**src/rtl/shift_arbiter.sv**
```systemverilog
// -----------------------------------------------------------------------------
// shift_arbiter
// Purpose: shares one 16-bit barrel shifter (ROL/SLL/ROR/SRL) between two
// requesters with round-robin arbitration, and buffers the tagged results in a
// small FIFO so that downstream backpressure never stalls the shifter itself.
//
// Ports:
//   clk, rst                  clock (rising edge), async active-high reset
//   reqN_valid/in/cnt/op      requester N operation (op: 00 ROL 01 SLL 10 ROR 11 SRL)
//   reqN_ready                combinational grant to requester N this cycle
//   out_valid/data/tag        FIFO head (data/tag forced to 0 when empty)
//   out_ready                 consumer pops the head when out_valid=1
//   count                     FIFO occupancy
// -----------------------------------------------------------------------------
module shift_arbiter #(
    parameter int unsigned DEPTH = 2,
    parameter int unsigned PTR_W = 1
) (
    input  logic               clk,
    input  logic               rst,
    input  logic               req0_valid,
    input  logic [15:0]        req0_in,
    input  logic [3:0]         req0_cnt,
    input  logic [1:0]         req0_op,
    output logic               req0_ready,
    input  logic               req1_valid,
    input  logic [15:0]        req1_in,
    input  logic [3:0]         req1_cnt,
    input  logic [1:0]         req1_op,
    output logic               req1_ready,
    output logic               out_valid,
    output logic [15:0]        out_data,
    output logic               out_tag,
    input  logic               out_ready,
    output logic [PTR_W:0]     count
);

    localparam int unsigned DATA_W = 16;
    localparam int unsigned CNT_W  = PTR_W + 1;

    // Shared barrel shifter; rotates use a doubled operand so cnt=0 is a pass-through.
    function automatic logic [DATA_W-1:0] f_shift(
        input logic [DATA_W-1:0] a,
        input logic [3:0]        c,
        input logic [1:0]        op
    );
        logic [2*DATA_W-1:0] dbl;
        logic [DATA_W-1:0]   res;
        dbl = {a, a};
        res = a;
        case (op)
            2'b00: begin
                dbl = dbl << c;
                res = dbl[2*DATA_W-1:DATA_W];
            end
            2'b01: res = a << c;
            2'b10: begin
                dbl = dbl >> c;
                res = dbl[DATA_W-1:0];
            end
            default: res = a >> c;
        endcase
        return res;
    endfunction

    logic [DATA_W-1:0] r_mem_data [DEPTH];
    logic              r_mem_tag  [DEPTH];
    logic [PTR_W-1:0]  r_wr_ptr;
    logic [PTR_W-1:0]  r_rd_ptr;
    logic [CNT_W-1:0]  r_count;
    logic              r_prio;

    logic              w_space;
    logic              w_gnt0;
    logic              w_gnt1;
    logic              w_push;
    logic              w_pop;
    logic              w_sel;
    logic [DATA_W-1:0] w_in;
    logic [3:0]        w_cnt;
    logic [1:0]        w_op;
    logic [DATA_W-1:0] w_result;

    // Space is judged on occupancy only; a same-cycle pop never frees a slot.
    assign w_space = (r_count < CNT_W'(DEPTH));

    // Round-robin grant; rst gates the readys so they drop without a clock edge.
    always_comb begin
        w_gnt0 = 1'b0;
        w_gnt1 = 1'b0;
        if (!rst && w_space) begin
            if (req0_valid && req1_valid) begin
                w_gnt0 = ~r_prio;
                w_gnt1 = r_prio;
            end else begin
                w_gnt0 = req0_valid;
                w_gnt1 = req1_valid;
            end
        end
    end

    assign req0_ready = w_gnt0;
    assign req1_ready = w_gnt1;
    assign w_push     = w_gnt0 | w_gnt1;
    assign w_sel      = w_gnt1;

    // Winner's operands drive the shifter in the grant cycle.
    always_comb begin
        w_in  = req0_in;
        w_cnt = req0_cnt;
        w_op  = req0_op;
        if (w_sel) begin
            w_in  = req1_in;
            w_cnt = req1_cnt;
            w_op  = req1_op;
        end
    end

    assign w_result = f_shift(w_in, w_cnt, w_op);

    assign out_valid = (r_count != '0);
    assign w_pop     = out_valid & out_ready;

    // Pointers, occupancy and priority.
    always_ff @(posedge clk or posedge rst) begin
        if (rst) begin
            r_wr_ptr <= '0;
            r_rd_ptr <= '0;
            r_count  <= '0;
            r_prio   <= 1'b0;
        end else begin
            if (w_push) begin
                r_wr_ptr <= r_wr_ptr + PTR_W'(1);
                r_prio   <= ~w_sel;
            end
            if (w_pop) begin
                r_rd_ptr <= r_rd_ptr + PTR_W'(1);
            end
            case ({w_push, w_pop})
                2'b10:   r_count <= r_count + CNT_W'(1);
                2'b01:   r_count <= r_count - CNT_W'(1);
                default: r_count <= r_count;
            endcase
        end
    end

    // Result storage; contents are only observable through a valid head.
    always_ff @(posedge clk) begin
        if (w_push) begin
            r_mem_data[r_wr_ptr] <= w_result;
            r_mem_tag[r_wr_ptr]  <= w_sel;
        end
    end

    assign out_data = out_valid ? r_mem_data[r_rd_ptr] : '0;
    assign out_tag  = out_valid ? r_mem_tag[r_rd_ptr]  : 1'b0;
    assign count    = r_count;

endmodule

```
**config.mk**
```make
export PLATFORM = sky130hd
export DESIGN_NAME = shift_arbiter
export DESIGN_NICKNAME = d
export VERILOG_FILES = /design/src/rtl/shift_arbiter.sv
export SDC_FILE = /design/constraint.sdc
export NUM_CORES = 1
export LEC_CHECK = 0
export BUFFER_PORTS_ARGS = -buffer_cell sky130_fd_sc_hd__buf_2
export CORE_MARGIN = 2
export CORE_UTILIZATION = 50
export DETAILED_ROUTE_END_ITERATION = 16
export GPL_TIMING_DRIVEN = 0
export HOLD_SLACK_MARGIN = 0.03
export PLACE_DENSITY = 0.79
export SETUP_SLACK_MARGIN = 0.1
export SKIP_CTS_REPAIR_TIMING = 1
export SLEW_MARGIN = 40
export SYNTH_ARGS = -nofsm -noshare
export SYNTH_HDL_FRONTEND = slang
export SYNTH_SLANG_ARGS = --single-unit
```
**constraint.sdc**
```tcl
create_clock -name clk -period 2.2 [get_ports clk]
set_input_delay 0 -clock clk [delete_from_list [all_inputs] [get_ports clk]]
set_output_delay 0 -clock clk [all_outputs]
set_load 0.02 [all_outputs]
```
==> reports/results.txt, run 1 <==
Reg2Reg Setup Slack: -0.15 ns
highest metal used: met4
pwr/cell area: 736 nW/um2
Final period util: 107%
Root Driver: clkbuf_8
Post-Synth XOR/XNOR Area: 0.872%
Starting Density: 51.4%
filler instances: 810
Cell Chain, Critical Path: nor2_4, nand4_1, buf_4, o21ai_4, mux4_2, mux2_4, a221o_1
CP required: 2.22 ns
Final Wtd Congestion: 1.15
I/O pin total: 71
Max Buffers Root-to-Sink: 2
worst reg2reg startpoint: count[1]
Final Critical Period: 2.35 ns
vias per cell: 7.39
CP Class: flip-flop to flip-flop
Die ar.: 10900 um2
Mapped Cells: 503
largest net degree at the start of global routing: 18
total grt overflow: 0
Core Box Area: 9770 um2
clock-pin slew on the worst setup and hold paths: 0.08 ns
CTS Buf Count: 5
Synth Flop Type: edfxtp_1
Compound-Gate Fraction of Synth Area: 19.1%
Layout area overhead: 30.1%
Global Route Usage Sum: 35.3%
TritonCTS Sinks: 39
count leader, synth: mux2i_1
Crit path max-delay family: multiplexers
worst-path fanout max: 5
worst path bufs/invs: 1
Rel. slew slack: 53.3%
Post-Route M1 WL: 7.21 mm
synth top area cells: mux4_2 23%, edfxtp_1 20%, mux2i_1 12%
synthesized area: 5020 um2
Setup crit end: r_mem_data[1][15]
Port Buffer Count: 66
Synth Warn #: 0
met3 routed WL: 2.48 mm
Commonest cells post-synth: 60 x mux2i_1, 52 x mux4_2, 47 x nor2_1
htree depth: 2
CTS tree: done
Post-synth EDFFs: 34
Die H: 104 um
post-synthesis adder-cell area fraction: 0.249%
crit path DAT: 2.37 ns
worst hold slack: 0.149 ns
layout cells sized above 1: 45.5%
HPWL Detailed: 15.3 mm
main combinational cell family by area after synthesis: multiplexers
final non-filler cell total: 746
status: complete, but fails checks
first-pass GRT wire length: 29.6 mm
final slew viol count: 0
CP peak stage delay: 0.45 ns
routed wire length: 20.7 mm
die width: 104 um
Startpoint Class: flip-flop
average size of a mapped cell: 9.99 um2
pre-CTS worst setup slack: -0.693 ns
initial DRC count: 801
Pre-antenna DRT Iters: 7
worst vdd ir: 563 uV
top cell type's share of synthesized area: 23.3%
fmax: 426 MHz
vias in the first global route: 4951
reg-to-reg endpoint: r_mem_data[1][15]
placed cells: 702
cell count along the critical path: 7
worst-skew pair later-pin latency: 0.28 ns
Vias: 5513
Setup crit end kind: flip-flop
maxcap violations: 0
reg2reg path depth: 7
Simple-Gate Fraction of Synth Area: 14.5%
Antenna Nets Post-Route: 0
sequential share of the synthesized area: 22.8%
initial antenna violation count: 0
RSZ-0062 raised after global routing: true
FP Rows: 36
met2 WL post-DR: 9.26 mm
crit path from: count[1]
Net count, final: 662
Yosys top cell by area: mux4_2
diodes inserted: 0
count of cell types in the netlist: 58
HP Class: input port to flip-flop
ys async rst share: 12.8%
FF+latch count, synth: 39
failing checks: negative setup slack
synthesized net count: 553
Final setup violation count: 29
worst setup margin: -0.146 ns
worst clock skew: 0.00426 ns
CP max stage cell: dfrtp_2
P_leak: 2.55 nW
DRC Markers: 0
Hold Vio Cnt, Final: 0
Tightest Pin Transition: 0.701 ns
Routed WL per cell: 27.7 um
fraction of synthesized area in multiplexers: 37.5%
cell type report:
type | instances | area (um2) | share of cell area, %
clock buffers | 5 | 68.8 | 1.05
clock inverters | 3 | 43.8 | 0.670
well taps | 133 | 166 | 2.55
flip-flops and latches | 39 | 1150 | 17.6
repair buffers | 103 | 617 | 9.44
multi-input cells | 408 | 4140 | 63.3
inverters | 14 | 55.1 | 0.843
plain buffers | 41 | 300 | 4.60
report_power, final:
group,internal (mW),switching (mW)
sequential,1.03,0.116
clock,0.337,0.241
combinational,1.25,1.84
metrics by stage:
| step | cell area (um2) | utilization, % | TNS, ns | power, mW |
|---|---|---|---|---|
| 2_1_floorplan | 5110 | - | 0 | 2.84 |
| 3_3_place_gp | 5610 | 57.4 | -26.45 | 3.59 |
| 3_5_place_dp | 5610 | 57.4 | -18.20 | 3.65 |
| 4_1_cts | 5730 | 58.6 | -20.90 | 4.23 |
| 5_1_grt | 6530 | 66.8 | -3.03 | 5.00 |
| 6_report | 6530 | 66.8 | -2.05 | 4.81 |
how the worst min path moves through the flow:
stage	to	depth (start not counted)	from
after CTS	r_rd_ptr	2	rst
after detailed placement	r_wr_ptr	2	rst
after global routing	r_rd_ptr	3	out_ready
after floorplan	count[0]	1	rst
after global placement	r_rd_ptr	2	rst
final	r_rd_ptr	3	out_ready
worst min-delay path, delay by kind of cell:
| family | cells | cell delay (ns) |
|---|---|---|
| AND/OR/NAND/NOR | 1 | 0.15 |
| buffers and inverters | 1 | 0.09 |
| XOR/XNOR | 1 | 0.14 |
flip-flops by register name, indices dropped and copies added (netlist names):
signal,flops
count,2
r_mem_data,32
r_mem_tag,2
r_prio,1
r_rd_ptr,1
r_wr_ptr,1
cells by family after synthesis:
logic type                 Yosys count
muxes                              122
xor gates and xnor gates             5
buffers and inverters               56
AOI/OAI and AO/OA                  133
DFF                                 39
adders and majority gates            1
and+or+nand+nor                    147
layout by cell type (no fill, tap or decap), drive strengths merged, types with 4 or more instances in the layout:
cell,synthesis,routed
a211o,4,4
a211oi,10,10
a21oi,17,17
a221o,5,5
a221oi,5,5
a22o,5,5
a22oi,9,9
a31oi,13,13
a32oi,6,6
and3,5,5
buf,24,130
clkbuf,18,17
dfrtp,5,5
edfxtp,34,34
inv,14,14
mux2,10,10
mux2i,60,60
mux4,52,52
nand2,25,25
nand2b,15,15
nand3,12,12
nand4,6,6
nor2,48,48
nor2b,9,9
nor3,9,9
nor4,4,4
o211ai,4,4
o21ai,14,14
o221ai,5,5
o22ai,14,14
o31ai,4,4
layer usage:
metal  vias to the layer above  global-route usage [%]
met4                         0                    18.4
met2                       540                    56.9
li1                       2266                       -
met1                      2579                    45.2
met5                         -                       0
met3                       128                    6.77
(Power assumes the default switching activity.)
==> run 2: changes to the inputs <==
clock period = 2.15 ns   (was 2.2 ns; I/O delays follow)
==> reports/results.txt, run 2 (same netlist as run 1, synthesis figures left out) <==
Port Buffer Count: 66
GRT busiest layer: met2
HP Class: input port to flip-flop
Die ar.: 10900 um2
CP required: 2.19 ns
Vias: 5391
crit path DAT: 2.42 ns
initial DRC count: 633
most frequent cells in the layout: 81 x buf_2, 58 x mux2i_1, 52 x mux4_2
Die H: 104 um
Top reg by flops: r_mem_data
clock-pin slew on the worst setup and hold paths: 0.07 ns
failing checks: negative setup slack
Fin Setup TNS: -4.74 ns
DRC Markers: 0
Max Buffers Root-to-Sink: 2
routed wire length: 20.7 mm
die width: 104 um
Pre-antenna DRT Iters: 6
worst clock skew: 0.00509 ns
initial antenna violation count: 0
diodes inserted: 0
Antenna Nets Post-Route: 0
Hold Vio Cnt, Final: 0
CTS Buf Count: 5
pwr/cell area: 730 nW/um2
I/O pin total: 71
placed cells: 702
total grt overflow: 0
Routed WL per cell: 27.7 um
Starting Density: 51.4%
worst setup margin: -0.235 ns
TritonCTS Sinks: 39
GR Util met2: 57.8%
Startpoint Class: flip-flop
vias per cell: 7.24
Tightest Pin Transition: 0.753 ns
worst-skew pair later-pin latency: 0.29 ns
maxcap violations: 0
layout cells sized above 1: 43.3%
vias in the first global route: 4920
Rel. slew slack: 49.8%
first-pass GRT wire length: 30.2 mm
Final period util: 111%
final non-filler cell total: 745
worst hold slack: 0.127 ns
CTS tree: done
worst-path fanout max: 8
met3 Usage GRT: 4.26%
Layout area overhead: 28.1%
Core Box Area: 9770 um2
P_leak: 2.52 nW
Global Route Usage Sum: 36.6%
Root Driver: clkbuf_8
Tot Pwr: 4.70 mW
Final setup violation count: 32
FP Rows: 36
RSZ-0062 raised after global routing: true
Final Wtd Congestion: 1.13
Final Critical Period: 2.39 ns
largest net degree at the start of global routing: 18
worst vdd ir: 768 uV
htree depth: 2
max reg flops: 32
Setup crit end kind: flip-flop
status: complete, but fails checks
Net count, final: 661
fmax: 419 MHz
met1 Usage GRT: 48.3%
final slew viol count: 0
CP Class: flip-flop to flip-flop
HPWL Detailed: 15.4 mm
most common cell after layout, fill and taps aside: buf_2
run 2: changes by cell type in the layout (fill, tap and decap cells not counted), moves of 3 or more:
cell and change:
buf_6 -3, clkbuf_2 -3, buf_8 +3, buf_4 +3
run 2: layout make-up:
cell class	instances	area, um2
tap	133	166
multi-input combinational	408	4080
clock inverter	2	7.51
clock buffer	6	72.6
sequential	39	1150
buffer	41	295
timing repair buffer	102	616
fill	796	3340
inverter	14	55.1
run 2: through the flow:
| stage | worst slack, ns | cell area, um2 | utilization [%] |
|---|---|---|---|
| after floorplan | 0.0389 | 5140 | - |
| after global placement | -0.764 | 5630 | 57.6 |
| after detailed placement | -0.672 | 5630 | 57.6 |
| after CTS | -0.717 | 5710 | 58.5 |
| after global routing | -0.294 | 6440 | 65.9 |
| final | -0.235 | 6440 | 65.9 |
run 2: worst max-delay path, cell delays in order (launching register included):
cell and delay, ns:
dfrtp_2 0.44, nor2_4 0.18, nand4_1 0.28, o21ai_4 0.24, mux4_2 0.36, mux2_4 0.29
a221o_1 0.33
run 2: path summary, 6_finish.rpt:
kind | start | end | slack (ns) | depth (start not counted)
min reg2reg | r_wr_ptr | r_wr_ptr | 0.56 | 1
min in group asynchronous | rst | r_wr_ptr | 0.18 | 3
max | count[1] | r_mem_data[1][15] | -0.24 | 6
min | out_ready | r_rd_ptr | 0.13 | 3
max in group asynchronous | rst | r_prio | 1.78 | 3
max reg2reg | count[1] | r_mem_data[1][15] | -0.24 | 6
run 2: routing by layer:
metal	wire [um]	vias up
met3	2260	115
met5	0	-
li1	-	2274
met4	1570	0
met2	9340	437
met1	7500	2565
run 2: where the power goes:
part | internal (mW) | switching (mW) | total [mW] | leakage [nW]
clock | 0.220 | 0.221 | 0.442 | 0.0403
combinational | 1.25 | 1.83 | 3.08 | 2.11
sequential | 1.06 | 0.127 | 1.18 | 0.370
==> run 3: changes to the inputs <==
REMOVE_ABC_BUFFERS = 1   (was not set)
==> reports/results.txt, run 3 (same netlist as run 1, synthesis figures left out) <==
status: complete, but fails checks
failing checks: negative setup slack
most frequent cells in the layout: 70 x buf_2, 58 x mux2i_1, 57 x buf_4
initial DRC count: 896
final non-filler cell total: 744
die width: 104 um
HP Class: input port to flip-flop
CP Class: flip-flop to flip-flop
maxcap violations: 0
Pre-antenna DRT Iters: 6
worst setup margin: -0.315 ns
clock-pin slew on the worst setup and hold paths: 0.07 ns
Final Critical Period: 2.46 ns
diodes inserted: 0
fmax: 406 MHz
Final setup violation count: 32
CTS tree: done
Pint: 2.71 mW
Routed WL per cell: 24.7 um
routed wire length: 18.4 mm
Comb pwr share: 63.0%
Tot Pwr: 4.86 mW
Seq pwr share: 25.4%
placed cells: 667
Port Buffer Count: 70
worst vdd ir: 619 uV
Global Route Usage Sum: 30.1%
Startpoint Class: flip-flop
Root Driver: clkbuf_8
Top reg by flops: r_mem_data
first-pass GRT wire length: 25.6 mm
filler instances: 769
worst-path fanout max: 6
worst-skew pair later-pin latency: 0.28 ns
register area: 1150 um2
Setup crit end kind: flip-flop
worst reg2reg startpoint: count[1]
HPWL Detailed: 12.2 mm
Net Sw Frac: 44.3%
most common cell after layout, fill and taps aside: buf_2
htree depth: 2
pwr/cell area: 745 nW/um2
total grt overflow: 0
Core Box Area: 9770 um2
Layout area overhead: 29.9%
CTS Buf Count: 5
Final Wtd Congestion: 1.07
Switch Pwr: 2.15 mW
largest net degree at the start of global routing: 47
CP required: 2.17 ns
pre-CTS worst setup slack: -1.91 ns
HP Start: out_ready
worst clock skew: 0.00577 ns
Reg2Reg Setup Slack: -0.31 ns
hold-critical path depth: 3
vias in the first global route: 4442
P_leak: 2.57 nW
initial antenna violation count: 0
Vias: 5401
Max Buffers Root-to-Sink: 2
Antenna Nets Post-Route: 0
Hold Vio Cnt, Final: 0
layout cells sized above 1: 43.7%
Die H: 104 um
DRC Markers: 0
Net count, final: 660
Die ar.: 10900 um2
reg2reg path depth: 7
worst hold slack: 0.122 ns
FP Rows: 36
reg-to-reg endpoint: r_mem_data[1][15]
final slew viol count: 0
hold endpoint: r_rd_ptr
Final period util: 115%
Tightest Pin Transition: 0.703 ns
I/O pin total: 71
TritonCTS Sinks: 39
crit path DAT: 2.49 ns
vias per cell: 7.26
footprint of the multi-input gates: 4080 um2
Starting Density: 51.4%
clock power share: 11.6%
RSZ-0062 raised after global routing: true
Rel. slew slack: 53.1%
max reg flops: 32
[run 3: changes by cell type in the layout (fill, tap and decap cells not counted), sizes merged]
cell,delta
bufinv,+1
buf,+5
a31oi,+1
nand3,+2
nand2b,+1
clkbuf,-11
[run 3: layout make-up]
type / instances / share of cell area (%)
Clock buffer: 5 / 1.05
Clock inverter: 3 / 0.594
Inverter: 14 / 0.920
Multi-Input combinational cell: 412 / 62.6
Sequential cell: 39 / 17.6
Tap cell: 133 / 2.55
Timing Repair Buffer: 138 / 14.7
[run 3: critical path, cell delays in order (launching register included)]
cell and delay, ns:
dfrtp_2 0.46, nor2_4 0.21, buf_12 0.16, nand4_1 0.21, o21ai_4 0.19, mux4_2 0.33, mux2_4 0.30, a221o_1 0.35
[run 3: per-stage QoR]
stage,setup TNS (ns),util (%),area (um2)
floorplan,-39.54,-,4830
global route,-8.11,66.8,6530
finish,-5.71,66.8,6530
detailed placement,-60.82,55.5,5420
global placement,-93.53,54.7,5340
CTS,-62.54,56.6,5530
[run 3: power groups by stage]
stage | clock, mW | combinational (mW) | sequential (mW)
3_3_place_gp | 0 | 2.25 | 1.21
2_1_floorplan | 0 | 1.52 | 1.21
3_5_place_dp | 0 | 2.32 | 1.23
4_1_cts | 0.572 | 2.33 | 1.21
6_report | 0.564 | 3.06 | 1.23
5_1_grt | 0.609 | 3.21 | 1.26
[run 3: worst max-delay path by stage]
stage	from	endpoint
after floorplan	count[1]	r_mem_data[0][15]
after global placement	r_prio	r_mem_data[0][15]
after detailed placement	count[1]	r_mem_data[1][15]
after CTS	count[1]	r_mem_data[0][15]
after global routing	count[1]	r_mem_data[1][15]
final	count[1]	r_mem_data[1][15]
[run 3: routing by layer]
layer	routed length (um)	GRT usage, %
met5	0	0
met2	8080	46.6
met1	6520	41.3
met4	1590	15.3
met3	2160	4.26
